**src/rtl/alu_pkg.sv**
```systemverilog
// Shared constants and the registered result record for the subtract stage.
package alu_pkg;

    localparam int DEF_WIDTH = 32;
    localparam int DEF_CNT_W = 16;

    // Widest operand the result record can carry. The record cannot follow a
    // module parameter, so the magnitude field is sized for the widest use and
    // narrower instances keep the unused upper bits at zero.
    localparam int MAG_MAX_W = 64;

    typedef struct packed {
        logic [MAG_MAX_W-1:0] mag;
        logic                 sgn;
        logic                 zero;
    } res_t;

endpackage

```
**src/rtl/n_bit_sub.sv**
```systemverilog
// Unsigned magnitude subtractor: |a - b| and a flag for a < b.
module n_bit_sub #(
    parameter int WIDTH = 32
) (
    input  logic [WIDTH-1:0] a_i,
    input  logic [WIDTH-1:0] b_i,
    output logic [WIDTH-1:0] mag_o,
    output logic             sgn_o
);

    // Always subtract the smaller operand from the larger so the result is exact.
    always_comb begin
        sgn_o = (a_i < b_i);
        mag_o = sgn_o ? (b_i - a_i) : (a_i - b_i);
    end

endmodule

```
**src/rtl/alu_sub_stage.sv**
```systemverilog
// Two-stage valid/ready subtract stage: S1 captures operands, S2 holds the
// registered magnitude/sign/zero result. Also counts consumed results.
module alu_sub_stage
    import alu_pkg::*;
#(
    parameter int WIDTH = DEF_WIDTH,
    parameter int CNT_W = DEF_CNT_W
) (
    input  logic             clk,
    input  logic             rst,
    input  logic             in_valid,
    output logic             in_ready,
    input  logic [WIDTH-1:0] in_a,
    input  logic [WIDTH-1:0] in_b,
    output logic             out_valid,
    input  logic             out_ready,
    output logic [WIDTH-1:0] out_mag,
    output logic             out_sgn,
    output logic             out_zero,
    output logic [CNT_W-1:0] op_count,
    output logic             busy
);

    if (WIDTH > MAG_MAX_W) begin : g_bad_width
        $error("alu_sub_stage: WIDTH exceeds the result record magnitude field");
    end

    logic             s1_vld_q, s1_vld_d;
    logic [WIDTH-1:0] s1_a_q, s1_a_d;
    logic [WIDTH-1:0] s1_b_q, s1_b_d;
    logic             s2_vld_q, s2_vld_d;
    res_t             s2_res_q, s2_res_d;
    logic [CNT_W-1:0] cnt_q, cnt_d;

    logic             s2_adv;
    logic             s1_load;
    logic             out_xfer;
    logic [WIDTH-1:0] sub_mag;
    logic             sub_sgn;
    logic             sub_zero;

    n_bit_sub #(
        .WIDTH (WIDTH)
    ) u_sub (
        .a_i   (s1_a_q),
        .b_i   (s1_b_q),
        .mag_o (sub_mag),
        .sgn_o (sub_sgn)
    );

    // Zero flag sits beside the subtractor; sign is already 0 when equal.
    assign sub_zero = (sub_mag == '0);

    // Handshake control: S2 moves when empty or drained, S1 moves when empty or S2 moves.
    always_comb begin
        s2_adv   = !s2_vld_q || out_ready;
        in_ready = !s1_vld_q || s2_adv;
        s1_load  = in_valid && in_ready;
        out_xfer = s2_vld_q && out_ready;
    end

    // Next-state for both stages and the consumed-result counter.
    always_comb begin
        s1_vld_d = s1_vld_q;
        s1_a_d   = s1_a_q;
        s1_b_d   = s1_b_q;
        s2_vld_d = s2_vld_q;
        s2_res_d = s2_res_q;
        cnt_d    = cnt_q;
        if (in_ready) begin
            s1_vld_d = in_valid;
        end
        if (s1_load) begin
            s1_a_d = in_a;
            s1_b_d = in_b;
        end
        if (s2_adv) begin
            s2_vld_d      = s1_vld_q;
            s2_res_d.mag  = MAG_MAX_W'(sub_mag);
            s2_res_d.sgn  = sub_sgn;
            s2_res_d.zero = sub_zero;
        end
        if (out_xfer) begin
            cnt_d = cnt_q + CNT_W'(1);
        end
    end

    // Pipeline and counter registers; reset wipes everything in flight.
    always_ff @(posedge clk or posedge rst) begin
        if (rst) begin
            s1_vld_q <= 1'b0;
            s1_a_q   <= '0;
            s1_b_q   <= '0;
            s2_vld_q <= 1'b0;
            s2_res_q <= '0;
            cnt_q    <= '0;
        end else begin
            s1_vld_q <= s1_vld_d;
            s1_a_q   <= s1_a_d;
            s1_b_q   <= s1_b_d;
            s2_vld_q <= s2_vld_d;
            s2_res_q <= s2_res_d;
            cnt_q    <= cnt_d;
        end
    end

    if (WIDTH < MAG_MAX_W) begin : g_mag_hi
        logic unused_mag_hi;
        assign unused_mag_hi = |s2_res_q.mag[MAG_MAX_W-1:WIDTH];
    end

    assign out_valid = s2_vld_q;
    assign out_mag   = s2_res_q.mag[WIDTH-1:0];
    assign out_sgn   = s2_res_q.sgn;
    assign out_zero  = s2_res_q.zero;
    assign op_count  = cnt_q;
    assign busy      = s1_vld_q || s2_vld_q;

endmodule

```
**config.mk**
```make
export PLATFORM = sky130hd
export DESIGN_NAME = alu_sub_stage
export DESIGN_NICKNAME = d
export VERILOG_FILES = /design/src/rtl/alu_pkg.sv /design/src/rtl/n_bit_sub.sv /design/src/rtl/alu_sub_stage.sv
export SDC_FILE = /design/constraint.sdc
export NUM_CORES = 1
export LEC_CHECK = 0
export ABC_AREA = 1
export CORE_ASPECT_RATIO = 0.75
export CORE_MARGIN = 2
export CORE_UTILIZATION = 62
export DETAILED_ROUTE_END_ITERATION = 10
export PLACE_DENSITY = 0.94
export SLEW_MARGIN = 20
export SYNTH_ARGS = -nofsm -noshare
export SYNTH_HDL_FRONTEND = slang
export SYNTH_SLANG_ARGS = --single-unit
```
**constraint.sdc**
```tcl
create_clock -name clk -period 5.9 [get_ports clk]
set_input_delay 0.885 -clock clk [delete_from_list [all_inputs] [get_ports clk]]
set_output_delay 0.885 -clock clk [all_outputs]
set_load 0.02 [all_outputs]
```
=== Word level (Yosys, flattened, before mapping) ===
Index checks and enable logic that the tools add are counted.

* Logic and storage cells: 21
* Bits of input ports: 68
* Memories kept: 0
* Memory bits (writable): 0
* Register bits after elaboration: 116
* Bits in read-only memories: 0
* Bits in latches: 0

* $mul: 0
* Order comparisons: 1
* Div/mod/pow operators: 0
* Mux-type cells: 1
* Eq/ne operators: 0
* Bitwise gates (word level): 0
* Add/sub/neg operators: 3
* Reductions and logical operators: 8
* Shifts and indexed selects: 0

{| class="wikitable"
|+ Operators with widths
! cell !! number
|-
| subtractor 32 bit || 2
|-
| logical NOT 32 bit || 1
|-
| less-than comparator 32 bit || 1
|-
| 2-to-1 mux 32 bit || 1
|-
| adder 16 x 1 -> 16 bit (second input constant) || 1
|-
| logical OR 1 bit || 3
|-
| logical AND 1 bit || 2
|-
| logical NOT 1 bit || 2
|}

=== Logic depth before layout (Yosys ltp) ===
Gate-level depths: netlist of run 1.

* Word-level depth: 4
* Gate-level depth with buffers: 22

=== Modules after synthesis ===
A second synthesis of run 1 with hierarchy kept.

* Cell total of the unflattened synthesis: 1620
* Area total of the unflattened synthesis: 9887.0 µm²

{| class="wikitable"
|+ Modules (own cells, without submodules)
! module !! area an instance (µm²) !! cells each !! times used
|-
| n_bit_sub || 5119.9 || 1065 || 1
|-
| alu_sub_stage || 4767.1 || 555 || 1
|}

=== Worst setup path after synthesis of run 1 ===
OpenSTA, ideal clock, no wires.

* Path type: reg2reg
* From: register s1_a_q[0]
* To: register s2_res_q (netlist bit out_zero)
* Arrival time: 2.369 ns
* Slack: 3.465 ns
* Cell stages (with the launch flop): 23
* Cell sequence: dfrtp_1 -> inv_1 -> ha_1 -> inv_1 -> fa_1 -> nand3_1 -> nand3_1 -> nand2_1 -> nand2_2 -> nand2_2 -> nand2_2 -> nand2_2 -> nand2_4 -> buf_8 -> nand2_1 -> nand2_1 -> inv_1 -> nand2_1 -> nor2_1 -> nand2_1 -> nor2_1 -> nand3_1 -> nand2_1

* Word-level cells in the longest chain between the ends: 3
* Elaborated cells between the ends (all ways): 5
* Those cells by class: 2 x add/sub; 1 x order compare; 1 x mux; 1 x reduce/logical

{| class="wikitable"
|+ RTL lines
! element !! line !! text
|-
| start, declared || alu_sub_stage.sv:29 || <nowiki>logic [WIDTH-1:0] s1_a_q, s1_a_d;</nowiki>
|-
| start signal, assigned || alu_sub_stage.sv:92 || <nowiki>s1_a_q <= '0;</nowiki>
|-
| start signal, assigned || alu_sub_stage.sv:99 || <nowiki>s1_a_q <= s1_a_d;</nowiki>
|-
| subtractor 32 bit / less-than comparator 32 bit (equally long branches) || n_bit_sub.sv:14, n_bit_sub.sv:13 ||
|-
| 2-to-1 mux 32 bit (*) || n_bit_sub.sv:14 || <nowiki>mag_o = sgn_o ? (b_i - a_i) : (a_i - b_i);</nowiki>
|-
| logical NOT 32 bit (*) || alu_sub_stage.sv:52 || <nowiki>assign sub_zero = (sub_mag == '0);</nowiki>
|-
| end signal, assigned || alu_sub_stage.sv:102 || <nowiki>s2_res_q <= s2_res_d;</nowiki>
|-
| end, declared || alu_sub_stage.sv:32 || <nowiki>res_t s2_res_q, s2_res_d;</nowiki>
|}

Every way passes the cells marked *; elsewhere a longest branch is shown, timed or not.
A chain may end at the register's enable or synchronous reset.

=== Worst setup path after layout of run 1 ===
* From: input out_ready
* To: output in_ready

* Word-level cells in the longest chain between the ends: 2

{| class="wikitable"
|+ RTL lines
! element !! line !! text
|-
| start, declared || alu_sub_stage.sv:16 || <nowiki>input logic out_ready,</nowiki>
|-
| logical OR 1 bit || alu_sub_stage.sv:56 || <nowiki>s2_adv = !s2_vld_q || out_ready;</nowiki>
|-
| logical OR 1 bit || alu_sub_stage.sv:57 || <nowiki>in_ready = !s1_vld_q || s2_adv;</nowiki>
|-
| end, declared || alu_sub_stage.sv:12 || <nowiki>output logic in_ready,</nowiki>
|}

Every way passes these cells.

==> results of run 1 <==
## worst max-delay path: stages
cell	delay, ns
clkdlybuf4s50_1	0.42
nor2_1	0.13
buf_4	0.27
nand2_1	0.18
clkdlybuf4s50_1	0.58
## area by class of cell
| cell class | count | area [um2] |
|---|---|---|
| Clock buffer | 23 | 478 |
| Sequential cell | 116 | 2900 |
| Timing Repair Buffer | 124 | 1230 |
| Fill cell | 1158 | 3660 |
| Multi-Input combinational cell | 1095 | 5340 |
| Inverter | 282 | 1060 |
| Tap cell | 205 | 256 |
| Clock inverter | 8 | 149 |
## per-layer routing
layer	track usage, %	vias to the layer above
li1	-	4852
met1	51.1	4589
met2	55.3	504
met3	7.70	52
met4	11.0	0
met5	0	-
## sequential cells by signal (all words and copies together) (netlist names)
register and cells:
op_count 16, out_mag 32, out_sgn 1, out_valid 1, out_zero 1, s1_a_q 32
s1_b_q 32, s1_vld_q 1
## Yosys cell counts (13+ instances only)
library cell | number | share of area [%]
a21oi_1 | 99 | 5.2
a31oi_1 | 21 | 1.4
buf_2 | 14 | 0.74
clkbuf_1 | 20 | 0.79
dfrtp_1 | 116 | 31
ha_1 | 66 | 8.7
inv_1 | 276 | 11
nand2_1 | 569 | 23
nand3_1 | 86 | 4.5
nand4_1 | 18 | 1.2
nor2_1 | 159 | 6.3
o21ai_0 | 13 | 0.69
xor2_1 | 24 | 2.2
## metrics by stage
| stage | cells | cell area, um2 |
|---|---|---|
| finish | 1853 | 11400 |
| global route | 1853 | 11400 |
| CTS | 1853 | 11400 |
| detailed placement | 1822 | 10800 |
| global placement | 1822 | 10800 |
| floorplan | 1531 | 9470 |
## power by group through the flow
| stage | logic, W | registers, W | clock network (W) |
|---|---|---|---|
| after global placement | 0.00238 | 0.00113 | 0 |
| final | 0.00255 | 0.00114 | 0.00111 |
| after detailed placement | 0.00245 | 0.00114 | 0 |
| after global routing | 0.00280 | 0.00116 | 0.00116 |
| after CTS | 0.00249 | 0.00114 | 0.00112 |
| after floorplan | 0.00149 | 0.00128 | 0 |
## path summary, 6_finish.rpt
check,from,end,slack [ns],cells after the start
setup / recovery,out_ready,in_ready,2.55,5
hold / removal,out_mag[2],out_mag[2],0.48,2
setup reg to reg,s1_a_q[0],out_zero,2.66,19
hold reg to reg,out_mag[2],out_mag[2],0.48,2
max in group asynchronous,rst,s1_a_q[6],3.74,3
min in group asynchronous,rst,s1_b_q[27],0.89,2
## logic make-up (layout without fill, tap and decap cells)
kind of cell	after synthesis	in the layout
and+or+nand+nor	854	854
DFF	116	116
muxes	1	1
AOI/OAI and AO/OA	144	144
adders and majority gates	68	68
buffers and inverters	320	437
xor gates and xnor gates	28	28
==> metrics.txt, run 1 <==
final worst slack 2.55 ns; total power density per cell area 421 nW/um2; async set-reset flop share out of synthesis 100%; final setup fails 0; XOR/XNOR Fraction of Synth Area 2.59%; nets 1772; most common cell after layout, fill and taps aside nand2_1; met3 WL 2730 um; IO Pins 121; DR WL/cell 15.2 um; CP max FO 26; CTS resizes 0; maximum VDD drop 0.000304 V; clock-pin slew on the worst setup and hold paths 0.05 ns; CTS buffer count 17; Final ANT Viol Nets 0; routed wl met2 12200 um; total core area 15100 um2; simple logic cell fraction of the synthesized area 36.2%; syn avg cell area 6.19 um2; min Tclk post-route 3.35 ns; initial antenna violation count 0; initial core utilization 62.8%; Critical Path AT 2.47 ns; sequential element share of the synthesized area 30.6%; Final Routed Wirelength 28100 um; share of cells above drive strength 1 3.70%; vias per cell 5.40; Clock Skews 0.0109 ns; Final Wtd Congestion 0.958; drt pass-1 iters 6; leakage 6.55 nW; Internal Power 0.00262 W; RSZ-0062 raised after global routing false; Mapped Area 9470 um2; Synth Area in Adders 9.14%; relative slew slack 36.1%; total die area 16300 um2; Post-CTS Setup Bufs 0; YS warnings 0; Residual DRC 0; global-route wire length before repair 46600 um; ys flop type dfrtp_1; main combinational cell family by area after synthesis simple AND/OR/NAND/NOR gates; Iter 0 DRT Violations 1052; Crit. End Element output pin; post-synthesis register bit count 116; top layer reached by signal wires met4; period utilization 56.8%; fin util 75.7%; clk_lat worst skew 0.43 ns; post-synthesis mux area share 0.119%; final hold vios 0; Post-synth EDFFs 0; Port-buffer cells 120; Total GRT Usage 35.9%; M1 wire length 12600 um; CTS tree done; Synth Area in Compound Gates 8.23%; Post-Syn Nets 1667; sw power 0.00218 W; GRT overflow 0; CP startpoint kind input port; synth unique cells 32; Clock Tree Buf Depth 2; P&R area growth vs syn 20.5%; vias post-DR 9997; Core Rows 39; Overall Power 0.00480 W; clk sinks 116; ANT cells 0; Sw Share 45.4%; Max Cap Violations 0; fin. max-slew vios 0; commonest cells after routing, fill and taps aside nand2_1, inv_1, nor2_1, clkdlybuf4s50_1, dfrtp_1; post-DP HPWL 21300 um; # hold bufs at CTS 0; Logic pwr share 53.1%; sequential power share 23.7%; measured slew at the worst slew-check pin 0.959 ns; die height 111 um; H-tree Lvls 4; worst slack, placed 2.50 ns; die width 147 um; clock power share 23.2%; status finished clean; Crit Path Category in2out; Hold Path Class reg2reg; largest net degree at the start of global routing 97; hold slack 0.482 ns; TNS Setup 0 ns; fmax 298 MHz; number of global-route vias before repair 9536; Critical Path RT 5.02 ns; root buffer cell clkbuf_16; cell count after synthesis 1531
No activity file was read; power rests on OpenSTA's default activity.
==> inputs of run 2 (changes only) <==
--- a/config.mk
+++ b/config.mk
@@ -8,9 +8,9 @@
 export ABC_AREA = 1
 export CORE_ASPECT_RATIO = 0.75
 export CORE_MARGIN = 2
-export CORE_UTILIZATION = 62
+export CORE_UTILIZATION = 57
 export DETAILED_ROUTE_END_ITERATION = 10
-export PLACE_DENSITY = 0.94
+export PLACE_DENSITY = 0.88
 export SLEW_MARGIN = 20
 export SYNTH_ARGS = -nofsm -noshare
 export SYNTH_HDL_FRONTEND = slang
==> constraint.sdc (replaced) <==
create_clock -name clk -period 3.3 [get_ports clk]
set_input_delay 0.495 -clock clk [delete_from_list [all_inputs] [get_ports clk]]
set_output_delay 0.495 -clock clk [all_outputs]
set_load 0.02 [all_outputs]
==> run 2 against run 1 <==
Effect of this change:
- non-clock buffer count increased by 7
- cell count increased by 0.70%
- count of clock-buffer cells in the layout decreased by 1
- largest cell class unchanged
- critical path depth increased by 16
- clock power increased by 73%
- wire length increased by 0.84%
- combinational power increased by 80%
- first-iteration DRC count decreased by 15%
- sequential power increased by 78%
- total power increased by 78%
- clock skew increased by 0.0022 ns
==> metrics.txt, run 2 (synthesis results as in run 1) <==
Critical Path AT 3.25 ns; most used cell, CP nand2_1; Crit. End Element register; final hold vios 0; largest net degree at the start of global routing 117; clk_lat worst skew 0.43 ns; clock-pin slew on the worst setup and hold paths 0.06 ns; drt pass-1 iters 6; root buffer cell clkbuf_16; Final ANT Viol Nets 0; fmax 347 MHz; Iter 0 DRT Violations 894; number of global-route vias before repair 9140; Clock Skews 0.0131 ns; H-tree Lvls 4; min Tclk post-route 2.89 ns; critical-path cell list inv_1 -> ha_1 -> inv_1 -> fa_1 -> nand3_1 -> nand3_1 -> nand2_1 -> nand2_2 -> nand2_2 -> nand2_2 -> nand2_4 -> nand2_8 -> nand2_1 -> nand2_1 -> clkinv_1 -> nand2_1 -> nor2_1 -> nand2_1 -> nor2_1 -> nand3_1 -> nand2_1; maximum VDD drop 0.000537 V; ANT cells 0; total core area 16100 um2; total die area 17700 um2; CP max-delay cell fa_1; leakage 6.59 nW; Post-CTS Setup Bufs 0; Final Routed Wirelength 28400 um; commonest cells after routing, fill and taps aside nand2_1, inv_1, nor2_1, clkdlybuf4s50_1, dfrtp_1; status finished clean; post-DP HPWL 22300 um; measured slew at the worst slew-check pin 0.636 ns; vias post-DR 9841; CTS tree done; Hold Path Class reg2reg; Top Family by Delay on Critical Path simple AND/OR/NAND/NOR gates; Filler cells 1367; Core Rows 40; vias per cell 5.27; initial antenna violation count 0; total power density per cell area 743 nW/um2; initial core utilization 58.8%; TNS Setup 0 ns; period utilization 87.4%; Critical Path RT 3.67 ns; RSZ-0062 raised after global routing false; fin. max-slew vios 0; most common cell after layout, fill and taps aside nand2_1; Total GRT Usage 32.9%; clk sinks 116; slowest stage delay, CP 0.44 ns; Worst Path Buf+Inv 3; Crit Path Category reg2reg; die height 116 um; global-route wire length before repair 45700 um; CP startpoint kind register; Port-buffer cells 120; P&R area growth vs syn 21.4%; CP max FO 33; GRT overflow 0; IO Pins 121; share of cells above drive strength 1 4.29%; Clock Tree Buf Depth 2; nets 1779; Residual DRC 0; worst slack, placed 0.339 ns; final worst slack 0.415 ns; die width 153 um; final setup fails 0; relative slew slack 57.6%; DR WL/cell 15.2 um; CTS buffer count 17; Final Wtd Congestion 0.999; Max Cap Violations 0
[run 2: changes by cell type in the layout (fill, tap and decap cells not counted), sizes merged]
cell	delta
bufinv	-2
inv	-1
clkinvlp	+3
clkinv	+2
buf	+7
clkbuf	-1
[run 2: through the flow]
| step | hold slack [ns] | util (%) | power, W | instances | instance area [um2] |
|---|---|---|---|---|---|
| 3_3_place_gp | 0.459 | 67.5 | 0.00638 | 1834 | 10900 |
| 5_1_grt | 0.482 | 71.4 | 0.00913 | 1866 | 11500 |
| 4_1_cts | 0.474 | 71.3 | 0.00845 | 1866 | 11500 |
| 2_1_floorplan | 0.448 | - | 0.00495 | 1531 | 9480 |
| 6_report | 0.468 | 71.4 | 0.00855 | 1866 | 11500 |
| 3_5_place_dp | 0.467 | 67.5 | 0.00648 | 1834 | 10900 |
[run 2: timing repair]
| action | 4_1_cts | 5_1_grt |
|---|---|---|
| resized for setup | 0 | 2 |
| endpoints found under the setup margin | 0 | 1 |
| hold buffers | 0 | 0 |
[run 2: path summary, 6_finish.rpt]
path / start / end / slack, ns / cells after the start
setup / recovery: s1_a_q[0] / out_zero / 0.41 / 21
hold / removal: op_count[15] / op_count[15] / 0.47 / 1
setup reg to reg: s1_a_q[0] / out_zero / 0.41 / 21
hold reg to reg: op_count[15] / op_count[15] / 0.47 / 1
max in group asynchronous: rst / s1_a_q[26] / 2.21 / 3
min in group asynchronous: rst / out_mag[8] / 0.59 / 3
[run 2: final cells by class]
cell class	instances	area, um2	area share, %
sequential	116	2900	25.2
multi-input combinational	1095	5350	46.5
timing repair buffer	131	1310	11.4
inverter	282	1060	9.23
clock inverter	10	121	1.05
clock buffer	22	494	4.30
tap	210	263	2.28
[run 2: per-layer routing]
metal	vias to the layer above	GRT usage, %	routed length (um)
li1	4871	-	-
met1	4503	47.5	13600
met2	436	51.1	12100
met3	31	7.03	2280
met4	0	7.53	349
met5	-	0	0
[run 2: where the power goes]
part | switching, W | total [W] | internal, W
Combinational | 0.00297 | 0.00459 | 0.00162
Clock | 0.000708 | 0.00192 | 0.00121
Sequential | 0.000251 | 0.00203 | 0.00178
